[src/rtl/stopwatch_ctrl.sv]
// Stopwatch control: run/stop/clear FSM driving the 100 Hz divider and the cs/sec/min/hour chain.
// Optional lap hold (display freeze on snapshot) is built when STOPWATCH_LAP_EN is defined.
module stopwatch_ctrl #(
    parameter int CS_MAX   = 100,
    parameter int SEC_MAX  = 60,
    parameter int MIN_MAX  = 60,
    parameter int HOUR_MAX = 24
) (
    input  logic       clk,
    input  logic       reset,
    input  logic       i_btn_run_stop,
    input  logic       i_btn_clear,
    input  logic       i_btn_lap,
    input  logic       i_tick,
    output logic       o_run,
    output logic       o_clear,
    output logic [1:0] o_state,
    output logic [6:0] o_cs,
    output logic [5:0] o_sec,
    output logic [5:0] o_min,
    output logic [4:0] o_hour,
    output logic       o_lap_active
);

    typedef enum logic [1:0] {
        ST_STOP  = 2'b00,
        ST_RUN   = 2'b01,
        ST_CLEAR = 2'b10
    } state_t;

    localparam logic [6:0] CS_LAST   = 7'(CS_MAX - 1);
    localparam logic [5:0] SEC_LAST  = 6'(SEC_MAX - 1);
    localparam logic [5:0] MIN_LAST  = 6'(MIN_MAX - 1);
    localparam logic [4:0] HOUR_LAST = 5'(HOUR_MAX - 1);

    state_t     state_q, state_d;
    logic [6:0] cs_q, cs_d;
    logic [5:0] sec_q, sec_d;
    logic [5:0] min_q, min_d;
    logic [4:0] hour_q, hour_d;
    logic       tick_en;

    always_ff @(posedge clk or negedge reset) begin
        if (!reset) begin
            state_q <= ST_STOP;
        end else begin
            state_q <= state_d;
        end
    end

    // run_stop has priority over clear in STOP; CLEAR always lasts exactly one cycle
    always_comb begin
        state_d = state_q;
        case (state_q)
            ST_STOP: begin
                if (i_btn_run_stop) begin
                    state_d = ST_RUN;
                end else if (i_btn_clear) begin
                    state_d = ST_CLEAR;
                end
            end
            ST_RUN: begin
                if (i_btn_run_stop) begin
                    state_d = ST_STOP;
                end
            end
            ST_CLEAR: state_d = ST_STOP;
            default:  state_d = ST_STOP;
        endcase
    end

    always_comb begin
        o_run   = (state_q == ST_RUN);
        o_clear = (state_q == ST_CLEAR);
        o_state = state_q;
    end

    assign tick_en = (state_q == ST_RUN) && i_tick;

    always_comb begin
        cs_d   = cs_q;
        sec_d  = sec_q;
        min_d  = min_q;
        hour_d = hour_q;
        if (state_q == ST_CLEAR) begin
            cs_d   = '0;
            sec_d  = '0;
            min_d  = '0;
            hour_d = '0;
        end else if (tick_en) begin
            if (cs_q == CS_LAST) begin
                cs_d = '0;
                if (sec_q == SEC_LAST) begin
                    sec_d = '0;
                    if (min_q == MIN_LAST) begin
                        min_d  = '0;
                        hour_d = (hour_q == HOUR_LAST) ? 5'd0 : hour_q + 5'd1;
                    end else begin
                        min_d = min_q + 6'd1;
                    end
                end else begin
                    sec_d = sec_q + 6'd1;
                end
            end else begin
                cs_d = cs_q + 7'd1;
            end
        end
    end

    always_ff @(posedge clk or negedge reset) begin
        if (!reset) begin
            cs_q   <= '0;
            sec_q  <= '0;
            min_q  <= '0;
            hour_q <= '0;
        end else begin
            cs_q   <= cs_d;
            sec_q  <= sec_d;
            min_q  <= min_d;
            hour_q <= hour_d;
        end
    end

`ifdef STOPWATCH_LAP_EN
    logic       lap_q, lap_d;
    logic [6:0] snap_cs_q, snap_cs_d;
    logic [5:0] snap_sec_q, snap_sec_d;
    logic [5:0] snap_min_q, snap_min_d;
    logic [4:0] snap_hour_q, snap_hour_d;

    // Snapshot takes the pre-tick counter values present at the capturing edge
    always_comb begin
        lap_d       = lap_q;
        snap_cs_d   = snap_cs_q;
        snap_sec_d  = snap_sec_q;
        snap_min_d  = snap_min_q;
        snap_hour_d = snap_hour_q;
        if (state_q == ST_CLEAR) begin
            lap_d       = 1'b0;
            snap_cs_d   = '0;
            snap_sec_d  = '0;
            snap_min_d  = '0;
            snap_hour_d = '0;
        end else if ((state_q == ST_RUN) && i_btn_lap) begin
            lap_d = ~lap_q;
            if (!lap_q) begin
                snap_cs_d   = cs_q;
                snap_sec_d  = sec_q;
                snap_min_d  = min_q;
                snap_hour_d = hour_q;
            end
        end
    end

    always_ff @(posedge clk or negedge reset) begin
        if (!reset) begin
            lap_q       <= 1'b0;
            snap_cs_q   <= '0;
            snap_sec_q  <= '0;
            snap_min_q  <= '0;
            snap_hour_q <= '0;
        end else begin
            lap_q       <= lap_d;
            snap_cs_q   <= snap_cs_d;
            snap_sec_q  <= snap_sec_d;
            snap_min_q  <= snap_min_d;
            snap_hour_q <= snap_hour_d;
        end
    end

    always_comb begin
        o_lap_active = lap_q;
        o_cs         = lap_q ? snap_cs_q   : cs_q;
        o_sec        = lap_q ? snap_sec_q  : sec_q;
        o_min        = lap_q ? snap_min_q  : min_q;
        o_hour       = lap_q ? snap_hour_q : hour_q;
    end
`else
    logic unused_lap;
    assign unused_lap = i_btn_lap;

    always_comb begin
        o_lap_active = 1'b0;
        o_cs         = cs_q;
        o_sec        = sec_q;
        o_min        = min_q;
        o_hour       = hour_q;
    end
`endif

endmodule

[config.mk]
export PLATFORM = sky130hd
export DESIGN_NAME = stopwatch_ctrl
export DESIGN_NICKNAME = d
export VERILOG_FILES = /design/src/rtl/stopwatch_ctrl.sv
export SDC_FILE = /design/constraint.sdc
export NUM_CORES = 1
export LEC_CHECK = 0
export CAP_MARGIN = 20
export CORE_MARGIN = 2
export CORE_UTILIZATION = 50
export CTS_BUF_LIST = sky130_fd_sc_hd__clkbuf_16
export CTS_CLUSTER_DIAMETER = 30
export DETAILED_ROUTE_END_ITERATION = 10
export PLACE_DENSITY = 0.77
export REMOVE_ABC_BUFFERS = 1
export SYNTH_ARGS = -nofsm -noshare
export SYNTH_HDL_FRONTEND = slang
export SYNTH_SLANG_ARGS = --single-unit
export TNS_END_PERCENT = 30
[constraint.sdc]
create_clock -name clk -period 4.8 [get_ports clk]
set_input_delay 0.72 -clock clk [delete_from_list [all_inputs] [get_ports clk]]
set_output_delay 0.72 -clock clk [all_outputs]
set_load 0.05 [all_outputs]
==> summary.md, run 1 <==
| Metric | Value |
|---|---|
| Status | finished clean |
| Vias/cell | 6.15 |
| CP startpoint | o_state[0]$_DFFE_PN0P_ |
| Worst EP required | 4.08 ns |
| WL per Instance | 15.7 microns |
| Initial DRT Pass Iterations | 4 |
| Critical Path AT | 2.65 ns |
| PostCTS Resize Cnt | 0 |
| Syn Inst Count | 151 |
| Total power | 0.747 mW |
| Final Max Tran Viols | 0 |
| Synth top cells by count | dfrtp_1 (26), nand2_1 (15), o21ai_0 (10) |
| Worst flop-to-flop path endpoint | o_min[2]$_DFFE_PN0P_ |
| Initial antenna violation count | 0 |
| Postcts setup bufs | 0 |
| CTS tree | done |
| Worst-Skew Late Latency | 0.25 ns |
| Largest cells by area after synthesis | dfrtp_1 (46%), nand2_1 (4.0%), ha_1 (3.5%) |
| Vias in the first global route | 1,266 |
| Setup TNS | 0 ns |
| Cell depth of the worst hold path | 1 |
| Lkg Pwr | 0.761 nW |
| Antenna cells | 0 |
| Final routed DRC violation total | 0 |
| RR Startpoint | o_cs[3]$_DFFE_PN0P_ |
| Hold_buf cts | 0 |
| Gpl congestion | 0.841 |
| Max Cap Violations | 0 |
| Synth top area share | 46.1% |
| Layout net count | 192 |
| Hold Violations, Final | 0 |
| Hold/Removal Path Class | reg -> reg |
| Initial core utilization | 52.0% |
| Cts bufs inserted | 3 |
| Placement Rows | 19 |
| Port-buffer cells | 32 |
| Die W | 57.1 microns |
| R2R setup slack | 2.38 ns |
| Fraction of layout cells with a size suffix above 1 | 6.11% |
| Clock skew | 0.00232 ns |
| Total Wirelength | 3320 microns |
| Async SR Flop Fraction | 100% |
| Final setup viols | 0 |
| Synth-to-Final Area Change | 29.2% |
| Max Root-Sink Buffers | 2 |
| Core area | 2710 sq um |
| Min-delay src | o_hour[4]$_DFFE_PN0P_ |
| Fin crit share | 70.2% |
| 1st-iter DRT viols | 39 |
| Peak Freq | 0.297 GHz |
| Overall routing resource usage | 21.6% |
| Yosys warns | 0 |
| Clock-pin slew on the worst setup and hold paths | 0.06 ns |
| WS Path Type | reg -> out |
| Most common cell in the netlist | dfrtp_1 |
| Worst slew margin | 49.8% |
| Power Density | 410 nW/um^2 |
| Startpoint Class | flip-flop |
| Critical Path Max Stage Delay | 0.91 ns |
| Die span in y | 57.1 microns |
| Max rail drop VDD | 0.432 mV |
| Min cycle time layout | 3.37 ns |
| Fill cells | 215 |
| Synthesized area | 1410 sq um |
| Post-synth EDFFs | 0 |
| Crit. End Element | output pin |
| Final Util | 67.2% |
| Worst Reg-to-Reg Cells | 4 |
| CP max-delay cell | clkdlybuf4s50_1 |
| Hold EP | o_hour[4]$_DFFE_PN0P_ |
| IO Count | 35 |
| Cell variety after synth | 42 |
| Clock Root Buffer | clkbuf_16 |
| Post-Syn Area per Cell | 9.34 sq um |
| Synthesis-stage register bit count | 26 |
| CP cell instances | nand2b_1 -> inv_1 -> clkdlybuf4s50_1 |
| Worst Path Max Fanout | 16 |
| Worst Tran Pin Value | 0.747 ns |
| Register area share after synthesis | 46.1% |
| Global route overflow | 0 |
| First-pass GRT wire length | 5600 microns |
| Cell taking the most area after synthesis | dfrtp_1 |
| Synth Flop Type | dfrtp_1 |
| Sink Count | 26 |
| Die area | 3260 sq um |
| Largest net degree at the start of global routing | 27 |
| Post-DP HPWL | 2290 microns |
| Via count | 1,298 |
| Htree depth | 1 |
| RSZ-0062 raised after global routing | no |
| Routed Antenna Nets | 0 |
-- metrics by stage --
| stage | cells | setup slack, ns | area (sq um) | hold WS (ns) |
|---|---|---|---|---|
| after floorplan | 143 | 2.25 | 1380 | 0.424 |
| after global placement | 207 | 1.72 | 1740 | 0.486 |
| final | 211 | 1.43 | 1820 | 0.513 |
| after detailed placement | 207 | 1.67 | 1740 | 0.502 |
| after global routing | 211 | 1.32 | 1820 | 0.533 |
| after CTS | 210 | 1.44 | 1820 | 0.507 |
-- cells in the final DEF (no fill, tap or decap), types with 2 or more instances in the layout --
cell type / n
nor3b_1: 2
ha_1: 4
a31o_2: 2
a21oi_1: 9
clkbuf_16: 3
clkdlybuf4s50_1: 32
a32o_1: 2
nand4_1: 4
xnor2_1: 2
nor4_1: 2
inv_1: 4
dfrtp_1: 26
a31oi_1: 2
nor2_1: 9
o21ai_0: 10
nor4b_1: 2
nand3_1: 9
o21a_1: 2
o211ai_1: 2
and3_1: 4
o31ai_1: 2
mux2i_1: 3
nand2b_1: 2
or3_1: 2
or4_1: 2
nor3_1: 6
nand2_1: 15
-- sequential cells by signal, summed over array words and instances, names as in the netlist --
| name | cells |
|---|---|
| o_cs | 7 |
| o_min | 6 |
| o_sec | 6 |
| o_hour | 5 |
| o_state | 2 |
-- metal layers --
metal / GRT usage (%) / share of wire [%] / up-vias
li1: - / - / 619
met1: 27.4 / 45 / 642
met5: 0 / 0 / -
met3: 2.95 / 4.9 / 2
met4: 8.31 / 0.45 / 0
met2: 37.4 / 50 / 35
-- worst max-delay path, delay by kind of cell (launching register included) --
kind                   cells  cell delay [ns]
buffers and inverters      2             1.49
DFF                        1             0.45
and+or+nand+nor            1             0.45
-- power breakdown --
group          leakage (nW)  internal (mW)  switching [mW]
clock network        0.0370          0.110          0.0702
logic                 0.368         0.0928           0.188
registers             0.356          0.246          0.0392
-- how the worst max path moves through the flow --
| stage | end | slack (ns) | cells after the start |
|---|---|---|---|
| finish | o_clear | 1.43 | 3 |
| global route | o_clear | 1.32 | 3 |
| CTS | o_clear | 1.44 | 3 |
| detailed placement | o_hour[4]$_DFFE_PN0P_ | 1.67 | 5 |
| global placement | o_clear | 1.72 | 3 |
| floorplan | o_sec[0]$_DFFE_PN0P_ | 2.25 | 4 |
-- area by class of cell --
cell class / count / area, sq um / area share, %
clock buffers: 3 / 75.1 / 4.12
multi-input cells: 113 / 709 / 38.9
repair buffers: 34 / 333 / 18.3
inverters: 4 / 15.0 / 0.824
flip-flops and latches: 26 / 651 / 35.7
well taps: 31 / 38.8 / 2.13
-- kinds of logic after synthesis --
family | after synthesis | share of synthesized area [%]
muxes | 3 | 2.13
xor gates and xnor gates | 3 | 1.86
DFF | 26 | 46.1
AOI/OAI and AO/OA | 34 | 15.3
buffers and inverters | 12 | 3.55
other | 1 | 0.266
adders and majority gates | 4 | 3.55
and+or+nand+nor | 68 | 27.2
Note: power is estimated with default switching activity, not from simulation.
==> run 2, diff against run 1 <==
CORE_UTILIZATION = 48   (was 50)
PLACE_DENSITY = 0.74   (was 0.77)
clock period = 3.35 ns   (was 4.8 ns; I/O delays follow)
==> run 2 against run 1 <==
  * Worst setup slack worse by 0.74 ns
  * Sequential cell count unchanged
  * Final cell count up 1.4%
  * Largest cell class unchanged
  * Design area up 1.2%
  * Die area up 3.9%
  * Largest power group unchanged
  * Worst hold slack better by 0.0067 ns
  * Sequential share of layout area down 0.41 points
  * Core utilization down 0.96 points
  * Highest routed layer unchanged
  * Register-to-register slack worse by 1.4 ns
  * Via count down 0.62%
  * Critical path depth unchanged
  * Sequential power up 44%
==> summary.md, run 2 (same netlist as run 1, synthesis figures left out) <==
| Metric | Value |
|---|---|
| Worst Path Max Fanout | 16 (unchanged) |
| Max rail drop VDD | 0.657 mV (was 0.432 mV) |
| Max Cap Violations | 0 (unchanged) |
| Worst EP required | 2.85 ns (was 4.08 ns) |
| Most frequent cells in the layout | clkdlybuf4s50_1 (32), dfrtp_1 (26), nand2_1 (15) (unchanged) |
| M1 wire length | 1480 microns (was 1490 microns) |
| Die area | 3390 sq um (was 3260 sq um) |
| Sink Count | 26 (unchanged) |
| Die W | 58.2 microns (was 57.1 microns) |
| Buffer and inverter count on the worst path | 2 (unchanged) |
| Total Wirelength | 3160 microns (was 3320 microns) |
| Total placed cells including tap cells | 210 (was 207) |
| PostCTS Resize Cnt | 0 (unchanged) |
| Met2 WL | 1540 microns (was 1640 microns) |
| Setup TNS | 0 ns (unchanged) |
| Antenna cells | 0 (unchanged) |
| Core area | 2780 sq um (was 2710 sq um) |
| Fraction of layout cells with a size suffix above 1 | 7.10% (was 6.11%) |
| Crit path max-delay family | buffers and inverters (unchanged) |
| Worst slew margin | 58.9% (was 49.8%) |
| Final setup viols | 0 (unchanged) |
| First-pass GRT wire length | 5370 microns (was 5600 microns) |
| 1st-iter DRT viols | 71 (was 39) |
| Critical Path Max Stage Delay | 0.82 ns (was 0.91 ns) |
| Cts bufs inserted | 3 (unchanged) |
| Port-buffer cells | 32 (unchanged) |
| Cell Count, Final, Fillers Out | 214 (was 211) |
| WS Path Type | reg -> out (unchanged) |
| Initial antenna violation count | 0 (unchanged) |
| Lkg Pwr | 0.773 nW (was 0.761 nW) |
| CP max-delay cell | clkdlybuf4s50_1 (unchanged) |
| RSZ-0062 raised after global routing | no (unchanged) |
| Most common cell after layout, fill and taps aside | clkdlybuf4s50_1 (unchanged) |
| Fin crit share | 79.5% |
| Power Density | 585 nW/um^2 (was 410 nW/um^2) |
| Via count | 1,290 (was 1,298) |
| Hold/Removal Path Class | reg -> reg (unchanged) |
| Setup Slack @ Placement | 0.940 ns (was 1.67 ns) |
| Htree depth | 1 (unchanged) |
| Worst Tran Pin Value | 0.617 ns (was 0.747 ns) |
| Final routed DRC violation total | 0 (unchanged) |
| Max Root-Sink Buffers | 2 (unchanged) |
| Final Util | 66.3% (was 67.2%) |
| CP cell instances | nand2b_1 -> inv_1 -> clkdlybuf4s50_1 (unchanged) |
| Hold_buf cts | 0 (unchanged) |
| Clock-pin slew on the worst setup and hold paths | 0.06 ns (about the same) |
| Routed Antenna Nets | 0 (unchanged) |
| Met3 routed WL | 131 microns (was 162 microns) |
| Crit. End Element | output pin (unchanged) |
| Largest net degree at the start of global routing | 27 (unchanged) |
| Status | finished clean (unchanged) |
| Overall routing resource usage | 20.4% (was 21.6%) |
| Gpl congestion | 0.816 (was 0.841) |
| Placement Rows | 19 (unchanged) |
| Startpoint Class | flip-flop (unchanged) |
| Postcts setup bufs | 0 (unchanged) |
| Critical Path AT | 2.16 ns (was 2.65 ns) |
| Vias in the first global route | 1,213 (was 1,266) |
| Global route overflow | 0 (unchanged) |
| Max reg flops | 7 (unchanged) |
| Die span in y | 58.2 microns (was 57.1 microns) |
| Min cycle time layout | 2.66 ns |
| IO Count | 35 (unchanged) |
| Layout net count | 194 (was 192) |
| Max layer used | met4 (unchanged) |
| Initial core utilization | 50.7% (was 52.0%) |
| Initial DRT Pass Iterations | 4 (unchanged) |
| Post-DP HPWL | 2190 microns (was 2290 microns) |
| Synth-to-Final Area Change | 30.7% (was 29.2%) |
| Clock skew | 0.00514 ns (was 0.00232 ns) |
| Worst-Skew Late Latency | 0.26 ns (was 0.25 ns) |
| Vias/cell | 6.03 (was 6.15) |
| WL per Instance | 14.8 microns (was 15.7 microns) |
| Hold Violations, Final | 0 (unchanged) |
| Clock Root Buffer | clkbuf_16 (unchanged) |
| Peak Freq | 0.375 GHz |
| Final Max Tran Viols | 0 (unchanged) |
| Setup slack after layout | 0.685 ns (was 1.43 ns) |
| CTS tree | done (unchanged) |
run 2: cell types whose count changed in the layout (fill, tap and decap cells not counted), sizes merged:
cell,previous run,this run
clkinv,0,1
buf,2,4
run 2: path summary, 6_finish.rpt:
kind,from,endpoint,slack [ns],cells past startpoint
max,o_state[0]$_DFFE_PN0P_,o_clear,0.69,3
min,o_hour[4]$_DFFE_PN0P_,o_hour[4]$_DFFE_PN0P_,0.52,1
max reg2reg,o_cs[3]$_DFFE_PN0P_,o_min[2]$_DFFE_PN0P_,0.95,4
min reg2reg,o_hour[4]$_DFFE_PN0P_,o_hour[4]$_DFFE_PN0P_,0.52,1
max in group asynchronous,reset,o_cs[6]$_DFFE_PN0P_,2.47,2
min in group asynchronous,reset,o_hour[0]$_DFFE_PN0P_,0.62,2
run 2: area by class of cell:
type	instances	area [sq um]
Fill cell	221	938
Multi-Input combinational cell	113	709
Sequential cell	26	651
Timing Repair Buffer	36	350
Clock buffer	3	75.1
Tap cell	31	38.8
Inverter	4	15.0
Clock inverter	1	3.75
run 2: metrics by stage:
step	cell area (sq um)	power (mW)	hold slack, ns
after floorplan	1380	0.677	0.207
after global placement	1760	0.811	0.489
after detailed placement	1760	0.823	0.505
after CTS	1840	1.08	0.509
after global routing	1840	1.13	0.530
final	1840	1.08	0.520
run 2: power breakdown:
part	switching (mW)	internal, mW	total (mW)
logic	0.272	0.136	0.409
registers	0.0572	0.353	0.410
clock network	0.100	0.159	0.260
run 2: per-layer routing:
| metal | global-route usage (%) | up-vias |
|---|---|---|
| li1 | - | 623 |
| met1 | 27.1 | 630 |
| met2 | 34.3 | 35 |
| met3 | 2.90 | 2 |
| met4 | 6.64 | 0 |
| met5 | 0 | - |
